==> config.mk <==
export PLATFORM = sky130hd
export DESIGN_NAME = uart_rx_fifo_flat
export DESIGN_NICKNAME = d
export VERILOG_FILES = /design/src/rtl/uart_rx_fifo_if.sv /design/src/rtl/uart_rx_fifo.sv /design/src/flat_wrapper.sv
export SDC_FILE = /design/constraint.sdc
export NUM_CORES = 1
export LEC_CHECK = 0
export ABC_AREA = 1
export CORE_AREA = 3 3 129 100
export CTS_CLUSTER_DIAMETER = 100
export DETAILED_ROUTE_END_ITERATION = 16
export DIE_AREA = 0 0 132 103
export PLACE_DENSITY = 0.74
export SYNTH_ARGS = -nofsm -noshare
export SYNTH_HDL_FRONTEND = slang
export SYNTH_SLANG_ARGS = --single-unit
==> constraint.sdc <==
create_clock -name clk -period 1.97 [get_ports clk]
set_input_delay 0.197 -clock clk [delete_from_list [all_inputs] [get_ports clk]]
set_output_delay 0.197 -clock clk [all_outputs]
set_load 0.02 [all_outputs]
==> src/rtl/uart_rx_fifo_if.sv <==
// Receiver-side handshake and bus-controller read path of the UART receive FIFO.
// The FIFO itself takes the slave modport.
interface uart_rx_fifo_if #(
  parameter int DATA_WIDTH = 8,
  parameter int DEPTH_LOG2 = 4
);
  logic [DATA_WIDTH-1:0] rx_data;
  logic                  rx_ready;
  logic                  rx_ack;
  logic                  rd_en;
  logic                  clr_ovf;
  logic [DATA_WIDTH-1:0] rd_data;
  logic                  not_empty;
  logic                  full;
  logic [DEPTH_LOG2:0]   count;
  logic                  overflow;

  modport slave (
    input  rx_data, rx_ready, rd_en, clr_ovf,
    output rx_ack, rd_data, not_empty, full, count, overflow
  );

  modport master (
    output rx_data, rx_ready, rd_en, clr_ovf,
    input  rx_ack, rd_data, not_empty, full, count, overflow
  );
endinterface

==> src/rtl/uart_rx_fifo.sv <==
// UART receive buffer: captures each ready byte once, acks the receiver, and
// queues it in a first-word fall-through circular FIFO for the bus controller.
module uart_rx_fifo #(
  parameter int DATA_WIDTH = 8,
  parameter int DEPTH_LOG2 = 4
) (
  input logic           clk,
  input logic           reset,
  uart_rx_fifo_if.slave bus
);
  localparam int DEPTH = 1 << DEPTH_LOG2;
  localparam logic [DEPTH_LOG2:0] FULL_CNT = {1'b1, {DEPTH_LOG2{1'b0}}};

  localparam logic [1:0] IDLE     = 2'd0;
  localparam logic [1:0] ACK      = 2'd1;
  localparam logic [1:0] WAIT_LOW = 2'd2;

  logic [1:0]            state;
  logic [DATA_WIDTH-1:0] mem [DEPTH];
  logic [DEPTH_LOG2-1:0] rd_ptr, wr_ptr;
  logic [DEPTH_LOG2:0]   cnt;
  logic                  ovf, ack;
  logic                  is_empty, is_full;
  logic                  capture, pop, push, drop;

  assign is_empty = (cnt == '0);
  assign is_full  = (cnt == FULL_CNT);
  assign capture  = (state == IDLE) && bus.rx_ready;
  assign pop      = bus.rd_en && !is_empty;
  // A same-cycle pop frees the slot, so a capture while full is still accepted.
  assign push     = capture && (!is_full || pop);
  assign drop     = capture && is_full && !pop;

  always_ff @(posedge clk) begin
    if (reset) begin
      state <= IDLE;
      ack   <= 1'b0;
    end else begin
      ack <= capture;
      case (state)
        IDLE:     if (bus.rx_ready) state <= ACK;
        ACK:      state <= WAIT_LOW;
        WAIT_LOW: if (!bus.rx_ready) state <= IDLE;
        default:  state <= IDLE;
      endcase
    end
  end

  always_ff @(posedge clk) begin
    if (reset) begin
      rd_ptr <= '0;
      wr_ptr <= '0;
      cnt    <= '0;
      ovf    <= 1'b0;
    end else begin
      if (push) wr_ptr <= wr_ptr + 1'b1;
      if (pop)  rd_ptr <= rd_ptr + 1'b1;
      case ({push, pop})
        2'b10:   cnt <= cnt + 1'b1;
        2'b01:   cnt <= cnt - 1'b1;
        default: cnt <= cnt;
      endcase
      if (drop)             ovf <= 1'b1;
      else if (bus.clr_ovf) ovf <= 1'b0;
    end
  end

  always_ff @(posedge clk) begin
    if (push) mem[wr_ptr] <= bus.rx_data;
  end

  assign bus.rx_ack    = ack;
  assign bus.rd_data   = is_empty ? '0 : mem[rd_ptr];
  assign bus.not_empty = !is_empty;
  assign bus.full      = is_full;
  assign bus.count     = cnt;
  assign bus.overflow  = ovf;
endmodule

==> src/flat_wrapper.sv <==
// flat-port wrapper written by rule: the top's interface ports become plain ports
module uart_rx_fifo_flat 
#(
  parameter int DATA_WIDTH = 8,
  parameter int DEPTH_LOG2 = 4
)
  (clk, reset, bus_rx_data, bus_rx_ready, bus_rd_en, bus_clr_ovf, bus_rx_ack, bus_rd_data, bus_not_empty, bus_full, bus_count, bus_overflow);
  uart_rx_fifo_if #(.DATA_WIDTH(DATA_WIDTH), .DEPTH_LOG2(DEPTH_LOG2)) bus_i ();
  input logic clk;
  input logic reset;
  input wire logic [$bits(bus_i.rx_data)-1:0] bus_rx_data;
  input wire logic [$bits(bus_i.rx_ready)-1:0] bus_rx_ready;
  input wire logic [$bits(bus_i.rd_en)-1:0] bus_rd_en;
  input wire logic [$bits(bus_i.clr_ovf)-1:0] bus_clr_ovf;
  output wire logic [$bits(bus_i.rx_ack)-1:0] bus_rx_ack;
  output wire logic [$bits(bus_i.rd_data)-1:0] bus_rd_data;
  output wire logic [$bits(bus_i.not_empty)-1:0] bus_not_empty;
  output wire logic [$bits(bus_i.full)-1:0] bus_full;
  output wire logic [$bits(bus_i.count)-1:0] bus_count;
  output wire logic [$bits(bus_i.overflow)-1:0] bus_overflow;
  assign bus_i.rx_data = bus_rx_data;
  assign bus_i.rx_ready = bus_rx_ready;
  assign bus_i.rd_en = bus_rd_en;
  assign bus_i.clr_ovf = bus_clr_ovf;
  assign bus_rx_ack = bus_i.rx_ack;
  assign bus_rd_data = bus_i.rd_data;
  assign bus_not_empty = bus_i.not_empty;
  assign bus_full = bus_i.full;
  assign bus_count = bus_i.count;
  assign bus_overflow = bus_i.overflow;
  uart_rx_fifo #(.DATA_WIDTH(DATA_WIDTH), .DEPTH_LOG2(DEPTH_LOG2)) u_core (.clk(clk), .reset(reset), .bus(bus_i));
endmodule
==> impl_metrics.ini, run 1 <==
[logic_synthesis]
yosys_register_bits = 149
synthMostInstantiatedCell = nand2_1
synth_edf_count = 128
syn_area_sq_um = 6250
synthDistinctLibCells = 22
synth-main-ff-cell = edfxtp_1
yosysTopAreaCell = edfxtp_1
syn-num-nets = 601
async_flop_share_pct = 0
synth_top_cell_area_share_pct = 61.5
syn_avg_cell_area_sq_um = 10.8
ys_top_cells_by_count = nand2_1, edfxtp_1, nand3_1
synth_seq_area_share_pct = 68.2
netlist_instances = 580
ys_warn_count = 0
synthTopCellsByArea = edfxtp_1, nand2_1, nand3_1

[sta]
worst_slack_ns = -0.165
drv_slew = 0
worstMarginPinSlew_ns = 0.717
finalSetupTns_ns = -0.912
hold_viol = 0
rsz0062_at_grt = true
maxSlewHeadroom_pct = 52.0
fin_crit_ns = 2.14
fin_crit_sh_pct = 108
fmax_ghz = 0.468
finalSetupViolations = 8
finalClockSkew_ns = 0.00775

[floorplan]
die_w_um = 132
die_h_um = 103
dieArea_sq_um = 13600
row_count = 34
initial_core_util_pct = 53.8
ios = 30
core_sq_um = 11600

[final_layout]
syn2layout_area_growth_pct = 29.6
fillers = 781
multi_input_area_sq_um = 1960
fin_area_sq_um = 8110
antennaDiodeCount = 0
drive_gt1_share_pct = 23.3
num-nets-final = 677
fin_cells = 831
regArea_sq_um = 4280

[cts]
cts_hold_buffers = 0
clkLatencyLatePin_ns = 0.42
cts.sinks = 149
clock_path_buffers = 2
cts_tree = yes
clk_pin_slew_worst_paths_ns = 0.06
cts-buffers-inserted = 17
cts-root-buf = clkbuf_16
htree_levels = 4

[drt]
viasPerCell = 5.55
drt_iter0_drc = 567
detail-route-antenna-nets = 0
vias = 4612
firstDrtPassIters = 5
drc_errors = 0
routed_wl_um = 16100
wire_per_inst_um = 19.3

[power_and_ir_drop]
power_mw = 11.0
power_leakage_nw = 3.11
ir_drop_uv = 712
powerDensity_nw_per_um2 = 1350

[place]
dp_cells = 785
dpl.hpwl_um = 9200
port_buffers = 29
dpl_cell_area_sq_um = 6960
place.gp.congestion = 0.899

[critical_path]
cp_data_required_time_ns = 1.77
setup.worst_path.start_class = register
crit_path_max_fanout = 10
timing_worst_setup_path_type = register to output port
critPathArrivalTime_ns = 1.94
worstSetupEndpointType = output port

[grt]
grt.overflow.total = 0
first_global_vias = 4402
grt_max_degree = 33
grt.total_usage_pct = 24.2
grt_pass1_wl_um = 24400
antenna_found_initial = 0

[hold_path]
min_path_type = input port to register

[flow_run]
max_cap_viol_count = 0

[run_status]
status = complete, but fails checks
violations = setup timing
==> through the flow <==
| stage | hold WS (ns) | worst slack [ns] | util [%] |
|---|---|---|---|
| after floorplan | 0.296 | 0.0209 | - |
| after global placement | 0.434 | -0.173 | 59.9 |
| after detailed placement | 0.443 | -0.229 | 59.9 |
| after CTS | 0.345 | -0.133 | 67.5 |
| after global routing | 0.402 | -0.219 | 69.8 |
| final | 0.367 | -0.165 | 69.8 |
==> report_power, final <==
| group | switching (mW) | total [mW] | internal (mW) |
|---|---|---|---|
| clock network | 1.24 | 3.48 | 2.24 |
| logic | 2.23 | 3.78 | 1.55 |
| registers | 0.133 | 3.71 | 3.58 |
==> cells in the final DEF (no fill, tap or decap), drive strengths merged <==
cell             n
nand2          195
edfxtp         128
nand3          108
buf             58
inv             29
nor2            28
clkbuf          22
clkdlybuf4s50   21
dfxtp           21
a21oi           20
o21ai            9
ha               8
clkinv           6
bufinv           5
xor2             4
xnor2            2
clkinvlp         2
nand4            1
nand3b           1
o31ai            1
==> critical path, stage by stage (launching register included) <==
cell	delay [ns]
dfxtp_4	0.43
buf_12	0.15
buf_16	0.13
nand2_1	0.06
nand3_1	0.10
nand3_2	0.08
nand2_1	0.10
nand2_2	0.08
a21oi_4	0.22
buf_6	0.15
==> final cells by class <==
| class | count | share of cell area [%] |
|---|---|---|
| sequential | 149 | 52.8 |
| multi-input combinational | 377 | 24.2 |
| timing repair buffer | 82 | 11.2 |
| clock buffer | 19 | 5.34 |
| clock inverter | 13 | 2.52 |
| tap | 162 | 2.50 |
| inverter | 29 | 1.50 |
==> flip-flops by register name (all words and copies together), names as in the netlist, named ones only <==
signal               cells
u_core.bus.rx_ack        1
u_core.bus.overflow      1
u_core.rd_ptr            4
u_core.wr_ptr            4
u_core.state             2
u_core.bus.count         5
u_core.mem             128
==> repair_timing <==
item | CTS | global route
gates resized for setup | 73 | 39
gates cloned | 4 | 3
buffers inserted | 3 | 4
pin swaps | 8 | 23
setup endpoints to repair | 10 | 11
==> final timing paths <==
check | start | end | slack (ns) | cells past startpoint
max | register | bus_rd_data[1] | -0.17 | 9
min | bus_rx_ready | u_core.state[1]$_SDFFE_PP0P_ | 0.37 | 3
max reg2reg | u_core.bus.count[1]$_SDFFE_PP0P_ | u_core.bus.count[4]$_SDFFE_PP0P_ | 0.08 | 15
min reg2reg | u_core.state[1]$_SDFFE_PP0P_ | u_core.state[1]$_SDFFE_PP0P_ | 0.46 | 1
==> cell families (layout without fill, tap and decap cells) <==
kind of cell | Yosys count | after routing | synth area share [%]
AOI/OAI and AO/OA | 30 | 30 | 2.50
and+or+nand+nor | 333 | 333 | 22.3
DFF | 149 | 149 | 68.2
xor gates and xnor gates | 6 | 6 | 0.840
adders and majority gates | 8 | 8 | 1.60
buffers and inverters | 54 | 143 | 4.54
==> per-layer routing <==
layer	share of wire [%]	routed length (um)	track usage (%)	vias to the layer above
met4	2.0	320	10.8	0
met2	46	7360	37.4	265
met5	0	0	0	-
met3	9.7	1550	6.73	36
li1	-	-	-	2146
met1	43	6840	32.6	2165
(Power assumes the default switching activity.)
==> inputs of run 2 (changes only) <==
- CORE_AREA: 3 3 129 100 -> 2 2 128 99
- DIE_AREA: 0 0 132 103 -> 0 0 130 101
==> run 2 against run 1 <==
Against the previous run:
- the flow still finishes with violations (setup timing)
- maximum frequency increased by 3.9%
- count of clock-buffer cells in the layout increased by 5
- clock skew up 0.00066 ns
- total power decreased by 2.8%
- first-iteration DRC count grew 20%
- via count is 1.9% higher
- critical path depth is the same
- hold slack better by 0.027 ns
- cell count up 0.72%
- clock power decreased by 7.2%
- largest cell class unchanged
==> impl_metrics.ini, run 2 (same netlist as run 1, synthesis figures left out) <==
[drt]
wire_per_inst_um = 19.6
detail-route-antenna-nets = 0
routed_wl_um = 16400
firstDrtPassIters = 6
drt_iter0_drc = 682
viasPerCell = 5.61
vias = 4698
drc_errors = 0

[sta]
fmax_ghz = 0.487
worstMarginPinSlew_ns = 0.799
fin_crit_sh_pct = 104
maxSlewHeadroom_pct = 46.6
hold_viol = 0
worst_slack_ns = -0.0840
rsz0062_at_grt = true
fin_crit_ns = 2.05
drv_slew = 0
finalClockSkew_ns = 0.00840
finalSetupViolations = 8

[place]
place_ws_ns = -0.213
place.gp.congestion = 0.928
port_buffers = 29
dp_cells = 793
dpl.hpwl_um = 9740

[grt]
grt_pass1_wl_um = 24000
top_usage_layer = met2
grt_util_met1_pct = 36.3
grt_max_degree = 31
grt_use_met3_pct = 9.50
grt.total_usage_pct = 25.3
grt.overflow.total = 0
gr-usage-met2_pct = 36.5
antenna_found_initial = 0
first_global_vias = 4369

[critical_path]
rrSetupSlack_ns = 0.04
slowest_delay_ns = 0.43
cp_data_required_time_ns = 1.77
critPathArrivalTime_ns = 1.86
setup.worst_path.start_class = register
reg2reg_depth = 14
crit_path_max_fanout = 5
timing_worst_setup_path_type = register to output port
cp_cell_sequence = buf_12 > clkbuf_16 > nand2_2 > nand3_1 > nand3_2 > nand2_1 > nand2_1 > a21oi_2 > buf_6
crit_top_cell = nand2_1
worstSetupEndpointType = output port
critical-path-slowest-cell = dfxtp_4

[floorplan]
die_h_um = 101
dieArea_sq_um = 13100
die_w_um = 130
initial_core_util_pct = 52.3
ios = 30
row_count = 35
core_sq_um = 12000

[final_layout]
syn2layout_area_growth_pct = 29.4
regArea_sq_um = 4280
num-nets-final = 679
antennaDiodeCount = 0
fin_cells = 837
largest_register_ffs = 128
fillers = 840
multi_input_area_sq_um = 1940
final_cell_mix = nand2_1, edfxtp_1, nand3_1
drive_gt1_share_pct = 23.0
top_register = u_core.mem
final_util_pct = 67.7
layout_commonest_cell = nand2_1

[hold_path]
min_path_cells = 3
min_path_type = input port to register

[power_and_ir_drop]
ir_drop_uv = 826
powerDensity_nw_per_um2 = 1320
power_leakage_nw = 3.13

[cts]
cts-root-buf = clkbuf_16
cts-buffers-inserted = 17
cts.sinks = 149
cts_tree = yes
htree_levels = 4
cts_hold_buffers = 0
clkLatencyLatePin_ns = 0.42
clk_pin_slew_worst_paths_ns = 0.06
clock_path_buffers = 2

[run_status]
violations = setup timing
status = complete, but fails checks

[flow_run]
max_cap_viol_count = 0
-- run 2: cell count changes in the layout (fill, tap and decap cells not counted), sizes merged --
| cell | delta |
|---|---|
| buf | +1 |
| clkinv | -2 |
| bufinv | -5 |
| inv | +2 |
| clkbuf | +6 |
-- run 2: per-stage QoR --
step	instance area [sq um]	TNS (ns)	total power [mW]	hold WS, ns
after floorplan	6290	0	5.59	0.296
after global placement	7000	-1.99	6.63	0.435
after detailed placement	7000	-5.39	6.68	0.447
after CTS	7780	-0.246	10.1	0.380
after global routing	8090	-1.26	11.1	0.403
final	8090	-0.503	10.7	0.394
-- run 2: path summary, 6_finish.rpt --
check | from | to
setup / recovery | register | bus_rd_data[5]
hold / removal | bus_rx_ready | u_core.state[1]$_SDFFE_PP0P_
setup reg to reg | u_core.bus.count[0]$_SDFFE_PP0P_ | u_core.bus.count[3]$_SDFFE_PP0P_
hold reg to reg | u_core.state[1]$_SDFFE_PP0P_ | u_core.state[1]$_SDFFE_PP0P_
-- run 2: repair_timing --
action / in CTS / in global routing
cloned: 2 / 4
gates resized for setup: 72 / 42
buffers inserted: 1 / 5
setup endpoints to repair: 8 / 11
pin swaps: 1 / 16
-- run 2: where the power goes --
| group | total (mW) | internal [mW] | switching [mW] |
|---|---|---|---|
| clock network | 3.23 | 1.98 | 1.24 |
| logic | 3.73 | 1.54 | 2.18 |
| registers | 3.71 | 3.58 | 0.135 |
| total | 10.7 | 7.11 | 3.56 |
-- run 2: routing by layer --
metal  part of all wire (%)  vias up
met5                      0        -
li1                       -     2148
met4                    1.5        0
met1                     41     2238
met2                     45      284
met3                     12       28
-- run 2: worst max-delay path, delay by kind of cell, from the launching register on --
family | cells | cell delay, ns
AO/OA/AOI/OAI | 1 | 0.16
AND/OR/NAND/NOR | 5 | 0.40
buffers and inverters | 3 | 0.44
flip-flops | 1 | 0.43
-- run 2: layout make-up --
class	instances	share of cell area [%]
clock buffers	24	6.88
clock inverters	8	0.681
inverters	29	1.50
multi-input cells	377	24.0
flip-flops and latches	149	52.9
well taps	166	2.57
repair buffers	84	11.5
